==> config.mk <==
export PLATFORM = sky130hd
export DESIGN_NAME = avl_sram_slave
export DESIGN_NICKNAME = d
export VERILOG_FILES = /design/src/rtl/avl_pkg.sv /design/src/rtl/avl_sram_slave.sv
export SDC_FILE = /design/constraint.sdc
export NUM_CORES = 1
export LEC_CHECK = 0
export ABC_CLOCK_PERIOD_IN_PS = 2740
export CAP_MARGIN = 15
export CORE_ASPECT_RATIO = 0.6
export CORE_MARGIN = 5
export CORE_UTILIZATION = 28
export DETAILED_ROUTE_END_ITERATION = 6
export GPL_TIMING_DRIVEN = 1
export PLACE_DENSITY = 0.73
export SLEW_MARGIN = 20
export SYNTH_ARGS = -nofsm -noshare
export SYNTH_HDL_FRONTEND = slang
export SYNTH_SLANG_ARGS = --single-unit
export TNS_END_PERCENT = 20
==> constraint.sdc <==
create_clock -name clk -period 2.74 [get_ports clk]
set_input_delay 0.548 -clock clk [delete_from_list [all_inputs] [get_ports clk]]
set_output_delay 0.548 -clock clk [all_outputs]
set_load 0.01 [all_outputs]
==> src/rtl/avl_pkg.sv <==
// Shared types and constants for the Avalon-MM SRAM responder.
package avl_pkg;

  typedef enum logic [1:0] {
    IDLE    = 2'd0,
    RD_WAIT = 2'd1,
    RD_DONE = 2'd2
  } state_e;

  localparam int AVL_BE_W = 4;
  localparam int BYTE_OFS = 2;

endpackage

==> src/rtl/avl_sram_slave.sv <==
// Avalon-MM responder in front of a single-port synchronous SRAM: zero-wait writes, stalled reads.
// Define AVL_SRAM_RANGE_CHK_EN to reject out-of-range addresses and raise a sticky err.
module avl_sram_slave
  import avl_pkg::*;
#(
  parameter int DATA_WIDTH = 32,
  parameter int ADDR_WIDTH = 32,
  parameter int MEM_AW     = 12,
  parameter int RD_LAT     = 1
) (
  input  logic                  clk,
  input  logic                  reset,
  input  logic [ADDR_WIDTH-1:0] address,
  input  logic [DATA_WIDTH-1:0] writedata,
  input  logic [AVL_BE_W-1:0]   byteenable,
  input  logic                  read,
  input  logic                  write,
  output logic [DATA_WIDTH-1:0] readdata,
  output logic                  waitrequest,
  output logic [MEM_AW-1:0]     mem_addr,
  output logic [DATA_WIDTH-1:0] mem_wdata,
  output logic [AVL_BE_W-1:0]   mem_be,
  output logic                  mem_we,
  output logic                  mem_re,
  input  logic [DATA_WIDTH-1:0] mem_rdata,
  output logic                  err
);

  state_e                state_q;
  logic [2:0]            cnt_q;
  logic [DATA_WIDTH-1:0] readdata_q;
  logic                  out_of_range;
  logic                  idle_rd;
  logic                  idle_wr;

  // Byte lanes are chosen by byteenable, so the low address bits never matter.
  logic unused_addr_lo;
  assign unused_addr_lo = ^address[BYTE_OFS-1:0];

`ifdef AVL_SRAM_RANGE_CHK_EN
  logic err_q;

  assign out_of_range = |address[ADDR_WIDTH-1:MEM_AW+BYTE_OFS];

  always_ff @(posedge clk) begin
    if (reset) begin
      err_q <= 1'b0;
    end else if (state_q == IDLE && (read || write) && out_of_range) begin
      err_q <= 1'b1;
    end
  end

  assign err = err_q;
`else
  // Upper address bits alias onto the SRAM when range checking is not built in.
  logic unused_addr_hi;
  assign unused_addr_hi = ^address[ADDR_WIDTH-1:MEM_AW+BYTE_OFS];
  assign out_of_range   = 1'b0;
  assign err            = 1'b0;
`endif

  assign mem_addr  = address[MEM_AW+BYTE_OFS-1:BYTE_OFS];
  assign mem_wdata = writedata;
  assign mem_be    = byteenable;

  // Read wins over a simultaneous write; the write is dropped, not deferred.
  assign idle_rd = (state_q == IDLE) && read;
  assign idle_wr = (state_q == IDLE) && !read && write;

  // Strobes and the stall are decoded from state so a write completes in the cycle it is seen.
  assign mem_re      = !reset && idle_rd && !out_of_range;
  assign mem_we      = !reset && idle_wr && (|byteenable) && !out_of_range;
  assign waitrequest = reset || idle_rd || (state_q == RD_WAIT);
  assign readdata    = readdata_q;

  // NOTE: all state updates use non-blocking assignments so every register samples pre-edge values.
  always_ff @(posedge clk) begin
    if (reset) begin
      state_q    <= IDLE;
      cnt_q      <= 3'd0;
      readdata_q <= '0;
    end else begin
      case (state_q)
        IDLE: begin
          if (read) begin
            if (out_of_range) begin
              readdata_q <= '0;
              state_q    <= RD_DONE;
            end else begin
              cnt_q   <= 3'(RD_LAT - 1);
              state_q <= RD_WAIT;
            end
          end
        end
        RD_WAIT: begin
          if (cnt_q != 3'd0) begin
            cnt_q <= cnt_q - 3'd1;
          end else begin
            readdata_q <= mem_rdata;
            state_q    <= RD_DONE;
          end
        end
        RD_DONE: state_q <= IDLE;
        default: state_q <= IDLE;
      endcase
    end
  end

endmodule
=== Yosys cells after proc, flatten, opt, wreduce, memory -nomap -nowiden ===
Cells that the tools add are included.
Widths: inputs -> output; s select.

* Register bits: 37
* Bits in latches: 0
* Bits in writable memories: 0
* Memory bits (read-only): 0
* Input port bits: 104
* Output and inout bits: 84
* Logic and storage cells: 32
* Memories: 0

* Add/sub/neg operators: 1
* Multipliers: 0
* Divide/modulo/power cells: 0
* $lt $le $gt $ge: 0
* Equal/unequal tests: 4
* Shift operators: 0
* Multiplexer cells: 6
* Bitwise logic cells: 1
* Reduce and logical (&&, ||, !) cells: 17

{| class="wikitable"
|+ Operators with widths
! kind !! count
|-
| $logic_and 1x1->1 || 6
|-
| $mux 3 || 2
|-
| $pmux 3 s2 || 1
|-
| $mux 2 || 2
|-
| $ne 2x2->1 const B || 2
|-
| $pmux 2 s2 || 1
|-
| $reduce_and 2->1 || 2
|-
| $reduce_or 4->1 || 1
|-
| $reduce_and 3->1 || 1
|-
| $reduce_bool 3->1 || 1
|-
| $sub 3x1->3 const B || 1
|-
| $eq 2x1->1 const B || 1
|-
| $logic_not 1->1 || 2
|-
| $logic_not 2->1 || 1
|-
| $logic_or 1x1->1 || 2
|-
| $ne 2x1->1 const B || 1
|-
| $reduce_bool 2->1 || 1
|-
| $not 1->1 || 1
|}

=== Depth between registers and ports, before layout ===
Gate-level depths: netlist of run 1.

* Depth after elaboration: 5
* Mapped depth: 7
* Depth with buffers taken out: 5

=== Worst setup path after synthesis of run 1 ===
OpenSTA, ideal clock, no wires.

* Path kind: in2out
* Start: input port reset
* End: output port mem_re
* Arrival: 1.139 ns
* Required time: 2.192 ns
* Slack: 1.053 ns
* Stages: 2
* Path buffers: 1
* Cells stage by stage: buf_4 > nor4b_1

* Cells in the longest elaborated chain, start to end: 2

{| class="wikitable"
|+ RTL lines
! what !! RTL line !! RTL
|-
| from (decl) || avl_sram_slave.sv:12 || <nowiki>input logic reset,</nowiki>
|-
| $logic_not 1->1 || avl_sram_slave.sv:71 || <nowiki>assign mem_re = !reset && idle_rd && !out_of_range;</nowiki>
|-
| $logic_and 1x1->1 || avl_sram_slave.sv:71 ||
|-
| to (decl) || avl_sram_slave.sv:24 || <nowiki>output logic mem_re,</nowiki>
|}

Every way passes these cells.

=== Worst setup path in the final report of run 1 ===
* Start: input port read
* End: output port mem_we

* Cells in the longest elaborated chain, start to end: 5

{| class="wikitable"
|+ RTL lines
! what !! RTL line !! RTL
|-
| from (decl) || avl_sram_slave.sv:16 || <nowiki>input logic read,</nowiki>
|-
| $logic_not 1->1 || avl_sram_slave.sv:68 || <nowiki>assign idle_wr = (state_q == IDLE) && !read && write;</nowiki>
|-
| $logic_and 1x1->1 (2 in a row) || avl_sram_slave.sv:68 ||
|-
| $logic_and 1x1->1 (2 in a row) || avl_sram_slave.sv:72 || <nowiki>assign mem_we = !reset && idle_wr && (|byteenable) && !out_of_range;</nowiki>
|-
| to (decl) || avl_sram_slave.sv:23 || <nowiki>output logic mem_we,</nowiki>
|}

Every way passes these cells.

==> impl_metrics.tcl, run 1 <==
set metrics [dict create \
    run_status "completed" \
    synth_common_cells "buf_4 (50), dfxtp_1 (37), nand2_1 (35)" \
    cap_violations 0 \
    synth_top_family_by_area "buffers and inverters" \
    synth-simple-area-share 0.206 \
    async_flop_share 0 \
    hp-start "readdata[3]" \
    stdcell_count 340 \
    worstSetupPathType "in2out" \
    vias 1482 \
    post_cts_buffers 0 \
    netlist_area_mm2 0.00201 \
    synthCells 224 \
    port_buffers 78 \
    htreeDepth 2 \
    worst_skew_pair.late_latency_ns 0.27 \
    period_share 0.949 \
    power_density_mw_per_mm2 568 \
    endpoint_kind "output pin" \
    p_leak_nw 0.888 \
    setup_tns_ns 0 \
    setup_viol 0 \
    gp_congestion 0.653 \
    yosys.area_share.xor_xnor 0 \
    grt_pass1_wl_um 7160 \
    finalHoldViolations 0 \
    diodes 0 \
    synthFlopType "dfxtp_1" \
    cp.arrival_ns 2.05 \
    clk_pin_slew_ns 0.05 \
    synthMuxAreaShare 0 \
    first_iter_violations 53 \
    synth_adder_area_share 0.0124 \
    clockBufferDepth 2 \
    drive_gt1_frac 0.296 \
    regToRegEndpoint "readdata[24]" \
    max_slew_margin 0.639 \
    synth_cell_types 28 \
    synth.most_common_cell "buf_4" \
    finalMaxSlewViolations 0 \
    final_util 0.384 \
    hp-class "reg2reg" \
    grt-ovfl-total 0 \
    postCtsHoldBufs 0 \
    yosysSeqAreaShare 0.368 \
    num-nets-final 358 \
    placedCellCount 332 \
    core.rowCount 23 \
    mappedNetlistNets 330 \
    synth_compound_area_frac 0.159 \
    yosysTopAreaCell "dfxtp_1" \
    fin_ws_ns 0.141 \
    cts_tree "done" \
    grt_use_met3 0.0638 \
    routed_via_density 4.36 \
    design_area_mm2 0.00262 \
    whs_ns 0.456 \
    grt_start_max_net_pins 20 \
    die_h_um 75.7 \
    pre_cts_ws_ns 0.128 \
    grt_setup_unrepaired "false" \
    regToRegStartpoint "cnt_q[0]" \
    die_x_um 120 \
    drc 0 \
    crit_fanout 4 \
    cts.sinks 37 \
    synth_edf_count 0 \
    floorplan.initialDensity 0.295 \
    grt-busiest-layer "met2" \
    ys_ff_latch 37 \
    tightest_slew_ns 0.541 \
    fmax_mhz 385 \
    worstSetupStartpointType "primary input" \
    antenna_found_initial 0 \
    reg2regPathDepth 6 \
    rrSetupSlack_ns 1.04 \
    ios 188 \
    syn_area_per_cell_um2 8.99 \
    cts_root_buf "clkbuf_16" \
    yosys_warnings 0 \
    grt_use_met1 0.121 \
    placed_area_mm2 0.00246 \
    period_needed_ns 2.60 \
    cts_made_buffers 5 \
    syn_to_final_growth_pct 29.9 \
    post_cts_resized 0 \
    hpwlAfterDp_um 3310 \
    grt_pass1_vias 1507 \
    core_mm2 0.00682 \
    hold_depth 2 \
    dr.pass1.iters 4 \
    wirelength_um 4460 \
    dieArea_mm2 0.00905 \
    vdd_drop_max_v 0.000216 \
    grt_use_total 0.0992 \
    worstPathRequired_ns 2.19 \
    hold_end "readdata[3]" \
    synth_top_area_frac 0.368 \
    total_power_mw 1.49 \
    grt.met2_usage 0.148 \
    postRouteAntennaNets 0 \
    finClkSkew_ns 0.00534 \
    drt-wirelength-per-cell_um 13.1 \
    ys_top_cells_by_area "dfxtp_1 (37%), buf_4 (19%), a21oi_2 (13%), nand2_2 (9.3%), nand2_1 (6.5%)" \
]
==> cell families (layout without fill, tap and decap cells) <==
family	count (synthesis)	after routing
other	1	1
AOI/OAI and AO/OA	38	38
adders and majority gates	2	2
buffers and inverters	67	96
and+or+nand+nor	79	79
DFF	37	37
==> cell type report <==
| cell class | count | area [um^2] |
|---|---|---|
| fill | 678 | 4200 |
| timing repair buffer | 83 | 826 |
| multi-input combinational | 120 | 764 |
| sequential | 37 | 741 |
| clock buffer | 7 | 153 |
| tap | 87 | 109 |
| inverter | 5 | 18.8 |
| clock inverter | 1 | 5.00 |
==> worst max path at each step <==
stage	to	start	slack [ns]	cells after the start
5_1_grt	mem_we	read	0.006	5
3_3_place_gp	mem_we	read	0.18	5
4_1_cts	mem_we	read	0.12	5
2_1_floorplan	mem_re	reset	1.05	2
3_5_place_dp	mem_we	read	0.13	5
6_report	mem_we	read	0.14	5
==> worst max-delay path: stages <==
cell,delay (ns)
clkdlybuf4s50_1,0.42
nor2_1,0.21
nand2_1,0.09
nor4_1,0.20
clkdlybuf4s50_1,0.59
==> report_power, final <==
group / switching, mW / internal (mW)
logic: 0.138 / 0.162
registers: 0.0214 / 0.573
clock network: 0.207 / 0.385
total: 0.366 / 1.12
==> placed cells by master (no fill, tap or decap), types with 2 or more instances in the layout <==
cell and count:
a21oi_1 2, a21oi_2 30, a31o_1 2, buf_4 4, clkbuf_16 5, clkbuf_8 2
clkdlybuf4s50_1 77, dfxtp_1 37, ha_1 2, inv_1 5, nand2_1 35, nand2_2 30
nor2_1 4, nor4_1 3
==> layer usage <==
metal | vias up | share of wire | wire length, um
met1 | 688 | 0.47 | 2080
met4 | 0 | 0.0025 | 11
li1 | 724 | - | -
met5 | - | 0 | 0
met3 | 4 | 0.12 | 531
met2 | 66 | 0.41 | 1830
==> state kept, by name, summed over array words and instances, names as in the netlist <==
register and cells:
readdata 32, cnt_q 3, state_q 2
Power figures use the tool's default switching activity.
==> inputs of run 2 (changes only) <==
--- a/config.mk
+++ b/config.mk
@@ -5,14 +5,15 @@
 export SDC_FILE = /design/constraint.sdc
 export NUM_CORES = 1
 export LEC_CHECK = 0
+export ABC_AREA = 0
 export ABC_CLOCK_PERIOD_IN_PS = 2740
 export CAP_MARGIN = 15
 export CORE_ASPECT_RATIO = 0.6
 export CORE_MARGIN = 5
-export CORE_UTILIZATION = 28
+export CORE_UTILIZATION = 33
 export DETAILED_ROUTE_END_ITERATION = 6
 export GPL_TIMING_DRIVEN = 1
-export PLACE_DENSITY = 0.73
+export PLACE_DENSITY = 0.84
 export SLEW_MARGIN = 20
 export SYNTH_ARGS = -nofsm -noshare
 export SYNTH_HDL_FRONTEND = slang
==> run 2 against run 1 <==
- core utilization is 3.7 points higher
- sequential power hardly changed
- critical path depth unchanged
- global-route usage rose by 1.1 points
- clock power decreased by 39%
- final cell count decreased by 0.88%
- power shrank 16%
- register-to-register slack got worse by 0.05 ns
==> impl_metrics.tcl, run 2 (synthesis gave the netlist of run 1 again) <==
set metrics [dict create \
    run_status "completed" \
    finalHoldViolations 0 \
    setup_tns_ns 0 \
    grt_pass1_wl_um 7200 \
    cts_tree "done" \
    die_x_um 111 \
    drt-wirelength-per-cell_um 12.6 \
    hp-class "reg2reg" \
    fmax_mhz 388 \
    postCtsHoldBufs 0 \
    post_cts_buffers 0 \
    setup_viol 0 \
    crit_fanout 4 \
    p_sw_mw 0.345 \
    gp_congestion 0.760 \
    register_area_um2 741 \
    wirelength_um 4250 \
    post_cts_resized 0 \
    cts_made_buffers 5 \
    routed_via_density 4.35 \
    grt_setup_unrepaired "false" \
    hp-start "readdata[3]" \
    core.rowCount 22 \
    cts.sinks 37 \
    diodes 0 \
    clock_power_share 0.289 \
    finalMaxSlewViolations 0 \
    cts_root_buf "clkbuf_8" \
    combPwrFrac 0.239 \
    fillers 589 \
    endpoint "mem_we" \
    syn_to_final_growth_pct 26.0 \
    core_mm2 0.00603 \
    p_int_mw 0.911 \
    postRouteAntennaNets 0 \
    num-nets-final 358 \
    dr.pass1.iters 4 \
    cap_violations 0 \
    period_share 0.939 \
    regToRegEndpoint "readdata[18]" \
    rrSetupSlack_ns 0.99 \
    swShare 0.275 \
    layout.cells.most_common "clkdlybuf4s50_1" \
    antenna_found_initial 0 \
    setup.worst_path.start "read" \
    grt_pass1_vias 1512 \
    power_density_mw_per_mm2 495 \
    tightest_slew_ns 0.572 \
    grt_start_max_net_pins 21 \
    grt_use_total 0.111 \
    dieArea_mm2 0.00782 \
    worstSetupPathType "in2out" \
    endpoint_kind "output pin" \
    pre_cts_ws_ns 0.177 \
    worst_skew_pair.late_latency_ns 0.28 \
    hpwlAfterDp_um 3250 \
    regToRegStartpoint "cnt_q[0]" \
    first_iter_violations 42 \
    worstSetupStartpointType "primary input" \
    cp.arrival_ns 2.03 \
    vdd_drop_max_v 0.000226 \
    reg2regPathDepth 6 \
    die_h_um 70.5 \
    worstPathRequired_ns 2.19 \
    hold_depth 2 \
    finClkSkew_ns 0.00590 \
    slowest_stage "clkdlybuf4s50_1" \
    clockBufferDepth 2 \
    ios 188 \
    grt-ovfl-total 0 \
    drc 0 \
    period_needed_ns 2.57 \
    pwr-share-seq 0.472 \
    cpPeakStageDelay_ns 0.58 \
    floorplan.initialDensity 0.334 \
    drive_gt1_frac 0.292 \
    p_leak_nw 0.853 \
    worst_path_most_repeated_cell "clkdlybuf4s50_1" \
    worstPathCellList "clkdlybuf4s50_1 -> nor2_1 -> nand2_1 -> nor4_1 -> clkdlybuf4s50_1" \
    multi_input_area_um2 764 \
    whs_ns 0.461 \
    vias 1465 \
    port_buffers 78 \
    final_util 0.421 \
    clk_pin_slew_ns 0.07 \
    fin_ws_ns 0.166 \
    final_cell_mix "clkdlybuf4s50_1 (77), dfxtp_1 (37), nand2_1 (35)" \
    largest_reg_flops 32 \
    max_slew_margin 0.619 \
    htreeDepth 2 \
]
-- run 2: worst min-delay path by stage --
stage | slack, ns | to
floorplan | 0.45 | cnt_q[1]
global placement | 0.44 | readdata[3]
detailed placement | 0.45 | readdata[3]
CTS | 0.46 | readdata[3]
global route | 0.48 | readdata[3]
finish | 0.46 | readdata[3]
-- run 2: metrics by stage --
stage | cells | total power, mW | area (um^2)
6_report | 337 | 1.26 | 2540
5_1_grt | 337 | 1.34 | 2540
4_1_cts | 337 | 1.29 | 2540
3_5_place_dp | 329 | 0.909 | 2450
3_3_place_gp | 329 | 0.901 | 2450
2_1_floorplan | 224 | 0.836 | 2010
-- run 2: area by class of cell --
| cell class | count | area share |
|---|---|---|
| Clock buffer | 6 | 0.0286 |
| Clock inverter | 2 | 0.00394 |
| Inverter | 5 | 0.00740 |
| Multi-Input combinational cell | 120 | 0.301 |
| Sequential cell | 37 | 0.292 |
| Tap cell | 84 | 0.0414 |
| Timing Repair Buffer | 83 | 0.325 |
-- run 2: worst max-delay path, delay by kind of cell --
family,cells,cell delay [ns]
buffers and inverters,2,1.00
and+or+nand+nor,3,0.48
-- run 2: metal layers --
layer  GRT usage  part of all wire
met5           0                 0
met4      0.0232            0.0026
met3      0.0762              0.12
met2       0.161              0.41
met1       0.135              0.46
-- run 2: power groups by stage --
stage	clock network [mW]	logic (mW)	registers, mW
floorplan	0	0.219	0.617
global placement	0	0.298	0.603
detailed placement	0	0.303	0.605
CTS	0.387	0.305	0.593
global route	0.416	0.324	0.599
finish	0.363	0.300	0.593
==> inputs of run 3 (changes only) <==
--- a/config.mk
+++ b/config.mk
@@ -8,12 +8,14 @@
 export ABC_AREA = 0
 export ABC_CLOCK_PERIOD_IN_PS = 2740
 export CAP_MARGIN = 15
-export CORE_ASPECT_RATIO = 0.6
+export CELL_PAD_IN_SITES_DETAIL_PLACEMENT = 0
+export CELL_PAD_IN_SITES_GLOBAL_PLACEMENT = 2
+export CORE_ASPECT_RATIO = 1.2
 export CORE_MARGIN = 5
-export CORE_UTILIZATION = 33
+export CORE_UTILIZATION = 16
 export DETAILED_ROUTE_END_ITERATION = 6
 export GPL_TIMING_DRIVEN = 1
-export PLACE_DENSITY = 0.84
+export PLACE_DENSITY = 0.83
 export SLEW_MARGIN = 20
 export SYNTH_ARGS = -nofsm -noshare
 export SYNTH_HDL_FRONTEND = slang
==> run 3 against run 2 <==
- maximum frequency fell by 0.12%
- sequential share of layout area fell by 1.7 points
- critical endpoint unchanged
- count of clock-buffer cells in the layout did not move
- register-to-register slack got worse by 0.02 ns
- worst hold slack improved by 0.0014 ns
- power rose by 15%
- worst setup slack got worse by 0.0030 ns
==> impl_metrics.tcl, run 3 (synthesis gave the netlist of run 1 again) <==
set metrics [dict create \
    run_status "completed" \
    vias 1452 \
    finClkSkew_ns 0.00419 \
    grt_pass1_wl_um 7770 \
    setup.worst_path.start "read" \
    cts.sinks 37 \
    p_leak_nw 0.875 \
    worstPathRequired_ns 2.19 \
    crit_fanout 4 \
    syn_to_final_growth_pct 33.6 \
    wirelength_um 4760 \
    post_cts_buffers 0 \
    clockBufferDepth 2 \
    core.rowCount 45 \
    finalHoldViolations 0 \
    drc 0 \
    dieArea_mm2 0.0149 \
    cpPeakStageDelay_ns 0.59 \
    largest_reg_flops 32 \
    endpoint "mem_we" \
    die_h_um 133 \
    grt-ovfl-total 0 \
    dr.pass1.iters 3 \
    stdcell_count 416 \
    postRouteAntennaNets 0 \
    drt-wirelength-per-cell_um 11.4 \
    slowest_stage "clkdlybuf4s50_1" \
    worst_path_most_repeated_cell "clkdlybuf4s50_1" \
    antenna_found_initial 0 \
    first_iter_violations 47 \
    port_buffers 78 \
    finalMaxSlewViolations 0 \
    cap_violations 0 \
    grt_use_total 0.0646 \
    worstPathCellList "clkdlybuf4s50_1 -> nor2_1 -> nand2_1 -> nor4_1 -> clkdlybuf4s50_1" \
    power_density_mw_per_mm2 538 \
    htreeDepth 2 \
    drive_gt1_frac 0.294 \
    period_share 0.941 \
    grt_setup_unrepaired "false" \
    diodes 0 \
    setup_tns_ns 0 \
    fillers 1378 \
    setup_viol 0 \
    worstSetupStartpointType "primary input" \
    grt_pass1_vias 1567 \
    cts_made_buffers 5 \
    max_slew_margin 0.601 \
    reg2regPathDepth 6 \
    hpwlAfterDp_um 3490 \
    routed_via_density 3.49 \
    regToRegStartpoint "cnt_q[0]" \
    placedCellCount 408 \
    post_cts_resized 0 \
    layout.cells.most_common "clkdlybuf4s50_1" \
    postCtsHoldBufs 0 \
    total_power_mw 1.45 \
    ios 188 \
    register_area_um2 741 \
    gp_congestion 0.650 \
    cts_root_buf "clkbuf_16" \
    core_mm2 0.0125 \
    cts_tree "done" \
    fmax_mhz 388 \
    endpoint_kind "output pin" \
    final_cell_mix "clkdlybuf4s50_1 (77), dfxtp_1 (37), nand2_1 (35)" \
    cp.arrival_ns 2.03 \
    multi_input_area_um2 769 \
    die_x_um 112 \
    regToRegEndpoint "readdata[3]" \
    worst_skew_pair.late_latency_ns 0.28 \
    hp-class "reg2reg" \
    rrSetupSlack_ns 0.97 \
    tightest_slew_ns 0.599 \
    grt_start_max_net_pins 24 \
    num-nets-final 357 \
    clk_pin_slew_ns 0.06 \
    vdd_drop_max_v 0.000213 \
    floorplan.initialDensity 0.161 \
    period_needed_ns 2.58 \
    worstSetupPathType "in2out" \
]
## run 3: how the worst min path moves through the flow
stage	end	from	slack, ns	cells after the start
5_1_grt	readdata[25]	readdata[25]	0.49	2
2_1_floorplan	cnt_q[1]	cnt_q[1]	0.45	1
3_5_place_dp	readdata[4]	readdata[4]	0.46	2
4_1_cts	readdata[4]	readdata[4]	0.47	2
3_3_place_gp	readdata[16]	readdata[16]	0.45	2
6_report	readdata[4]	readdata[4]	0.46	2
## run 3: report_power, final
group	leakage (nW)	total (mW)	switching (mW)	internal, mW
Sequential	0.302	0.594	0.0213	0.573
Clock	0.0706	0.555	0.220	0.334
Combinational	0.503	0.298	0.137	0.161
## run 3: critical path, delay by kind of cell
family | cells | cell delay [ns]
buffers and inverters | 2 | 1.01
AND/OR/NAND/NOR | 3 | 0.48
## run 3: cell type report
type	instances	share of cell area
Clock buffer	6	0.0479
Clock inverter	2	0.00372
Inverter	5	0.00697
Multi-Input combinational cell	120	0.286
Sequential cell	37	0.275
Tap cell	164	0.0762
Timing Repair Buffer	82	0.304
## run 3: routing by layer
metal,track usage,vias to the layer above,share of wire
met1,0.0691,670,0.39
met5,0,-,0
met4,0.0294,0,0.020
met2,0.109,47,0.50
met3,0.0288,13,0.090
li1,-,722,-
## run 3: stage by stage
step	setup WS (ns)	utilization	hold slack, ns	instance area, um^2
2_1_floorplan	1.05	-	0.450	2010
3_3_place_gp	0.135	0.204	0.453	2550
3_5_place_dp	0.168	0.204	0.457	2550
4_1_cts	0.151	0.215	0.466	2690
5_1_grt	0.0244	0.215	0.487	2690
6_report	0.163	0.215	0.462	2690
==> patch (settings of run 1) <==
Build with the macro `AVL_SRAM_RANGE_CHK_EN` defined.
--- a/src/rtl/avl_sram_slave.sv
+++ b/src/rtl/avl_sram_slave.sv
@@ -2,2 +2,4 @@
 // Define AVL_SRAM_RANGE_CHK_EN to reject out-of-range addresses and raise a sticky err.
+`define AVL_SRAM_RANGE_CHK_EN
+
 module avl_sram_slave
Function: changed (Yosys sat finds a counterexample within 4 cycles, from zero or initial values and one cycle with reset high).
==> patch against run 1 <==
Register-to-register slack lost 0.12 ns. Cell area up 0.86%. Die area down 8.9%. Clock skew is essentially flat. Area after synthesis down 10%. Sequential cell count increased by 1. Setup slack better by 0.031 ns. Critical path depth increased by 1. Maximum frequency is 1.2% higher. Wire length decreased by 0.85%. Highest routed layer unchanged.
Power is not compared: it rests on default switching activity, and its combinational part moved more than twofold at a synthesized area within 25%.
==> patch: results (changes against run 1) <==
| Metric | Value |
|---|---|
| Status | finished clean (unchanged) |
| Vias in the first global route | 1464 (was 1507) |
| First-pass GRT wire length | 7.00 mm (was 7.16 mm) |
| Final HPWL DP | 3.46 mm (was 3.31 mm) |
| GP Congestion | 0.707 (was 0.653) |
| Average wire per standard cell | 14.2 um (was 13.1 um) |
| M1 WL | 2.03 mm (was 2.08 mm) |
| Initial DRC count | 34 (was 53) |
| Synth top cells by count | buf_4 (48), dfxtp_1 (38), a22o_1 (32) (was buf_4 (50), dfxtp_1 (37), nand2_1 (35)) |
| Top cells by area, synth | dfxtp_1 (42%), buf_4 (20%), a22o_1 (15%) (was dfxtp_1 (37%), buf_4 (19%), a21oi_2 (13%)) |
| Max-slew violations | 0 (unchanged) |
| Clk slew on worst S/H paths | 0.08 ns (was 0.05 ns) |
| Largest fanout on the critical path | 2 (was 4) |
| Dpl ws | -0.124 ns (was 0.128 ns) |
| Port Buffer Count | 97 (was 78) |
| Max VDD drop | 0.161 mV |
| Post_cts resized | 3 (was 0) |
| Syn Nets | 277 (was 330) |
| R2r worst-path depth | 6 (unchanged) |
| Area after DPL | 2540 um^2 (was 2460 um^2) |
| Total GRT Usage | 10.5% (was 9.92%) |
| Cell variety after synth | 31 (was 28) |
| Met3 wire length | 582 um (was 531 um) |
| Initial antenna violation count | 0 (unchanged) |
| # nets final | 332 (was 358) |
| Worst skew pair latency | 0.28 ns |
| Layout cells sized above 1 | 11.9% (was 29.6%) |
| Fillcell total | 596 (was 678) |
| Antenna Cells | 0 (unchanged) |
| Worst-margin pin slew | 0.377 ns (was 0.541 ns) |
| Clk buf depth | 2 (unchanged) |
| Max FFs per register | 32 (unchanged) |
| Cts bufs inserted | 5 (unchanged) |
| CP arrival | 2.02 ns (was 2.05 ns) |
| Clock Skews | 0.00581 ns (was 0.00534 ns) |
| DR WL met2 | 1.78 mm (was 1.83 mm) |
| Worst hold path class | reg -> reg (unchanged) |
| Top layer in use | met4 (unchanged) |
| Largest net degree at the start of global routing | 17 (was 20) |
| Root Buffer | clkbuf_8 (was clkbuf_16) |
| Via count | 1398 (was 1482) |
| Seq/Total Area, Yosys | 42.0% (was 36.8%) |
-- patch: cell families after synthesis --
group,Yosys count,synth area share (%)
DFF,38,42.0
AOI/OAI and AO/OA,46,21.9
buffers and inverters,61,23.8
adders and majority gates,2,1.38
and+or+nand+nor,24,10.9
-- patch: worst max-delay path: stages --
cell and delay [ns]:
clkdlybuf4s50_1 0.45, nor4_4 0.30, nand3_2 0.12, nor2_1 0.14, and4b_1 0.20, dlygate4sd2_1 0.27
-- patch: metrics by stage --
stage	power, mW	std cells	utilization [%]
5_1_grt	1.14	311	42.6
2_1_floorplan	0.670	171	-
3_3_place_gp	0.700	303	41.0
3_5_place_dp	0.701	303	41.0
6_report	1.08	311	42.6
4_1_cts	1.12	311	42.6
-- patch: path summary, 6_finish.rpt --
path | endpoint | slack, ns | from
worst max-delay path | mem_re | 0.17 | address[27]
worst min register to register | err$_SDFFE_PP0P_ | 0.46 | err$_SDFFE_PP0P_
worst min-delay path | err$_SDFFE_PP0P_ | 0.46 | err$_SDFFE_PP0P_
worst max register to register | cnt_q[1]$_SDFFE_PP0P_ | 0.92 | cnt_q[0]$_SDFFE_PP0P_
-- patch: cell type report --
| type | instances | area (um^2) | area share, % |
|---|---|---|---|
| clock buffers | 6 | 82.6 | 3.13 |
| inverters | 5 | 18.8 | 0.711 |
| flip-flops and latches | 38 | 761 | 28.8 |
| well taps | 84 | 105 | 3.98 |
| clock inverters | 2 | 12.5 | 0.474 |
| multi-input cells | 72 | 638 | 24.2 |
| repair buffers | 104 | 1020 | 38.7 |
-- patch: power breakdown --
part	leakage (nW)	switching, mW	total, mW	internal [mW]
clock	0.0472	0.194	0.396	0.202
sequential	0.306	0.00304	0.557	0.554
combinational	0.598	0.0403	0.132	0.0912
-- patch: layer usage --
layer	track usage, %	vias up
li1	-	686
met1	13.3	636
met2	14.8	70
met3	6.67	6
met4	2.77	0
met5	0	-
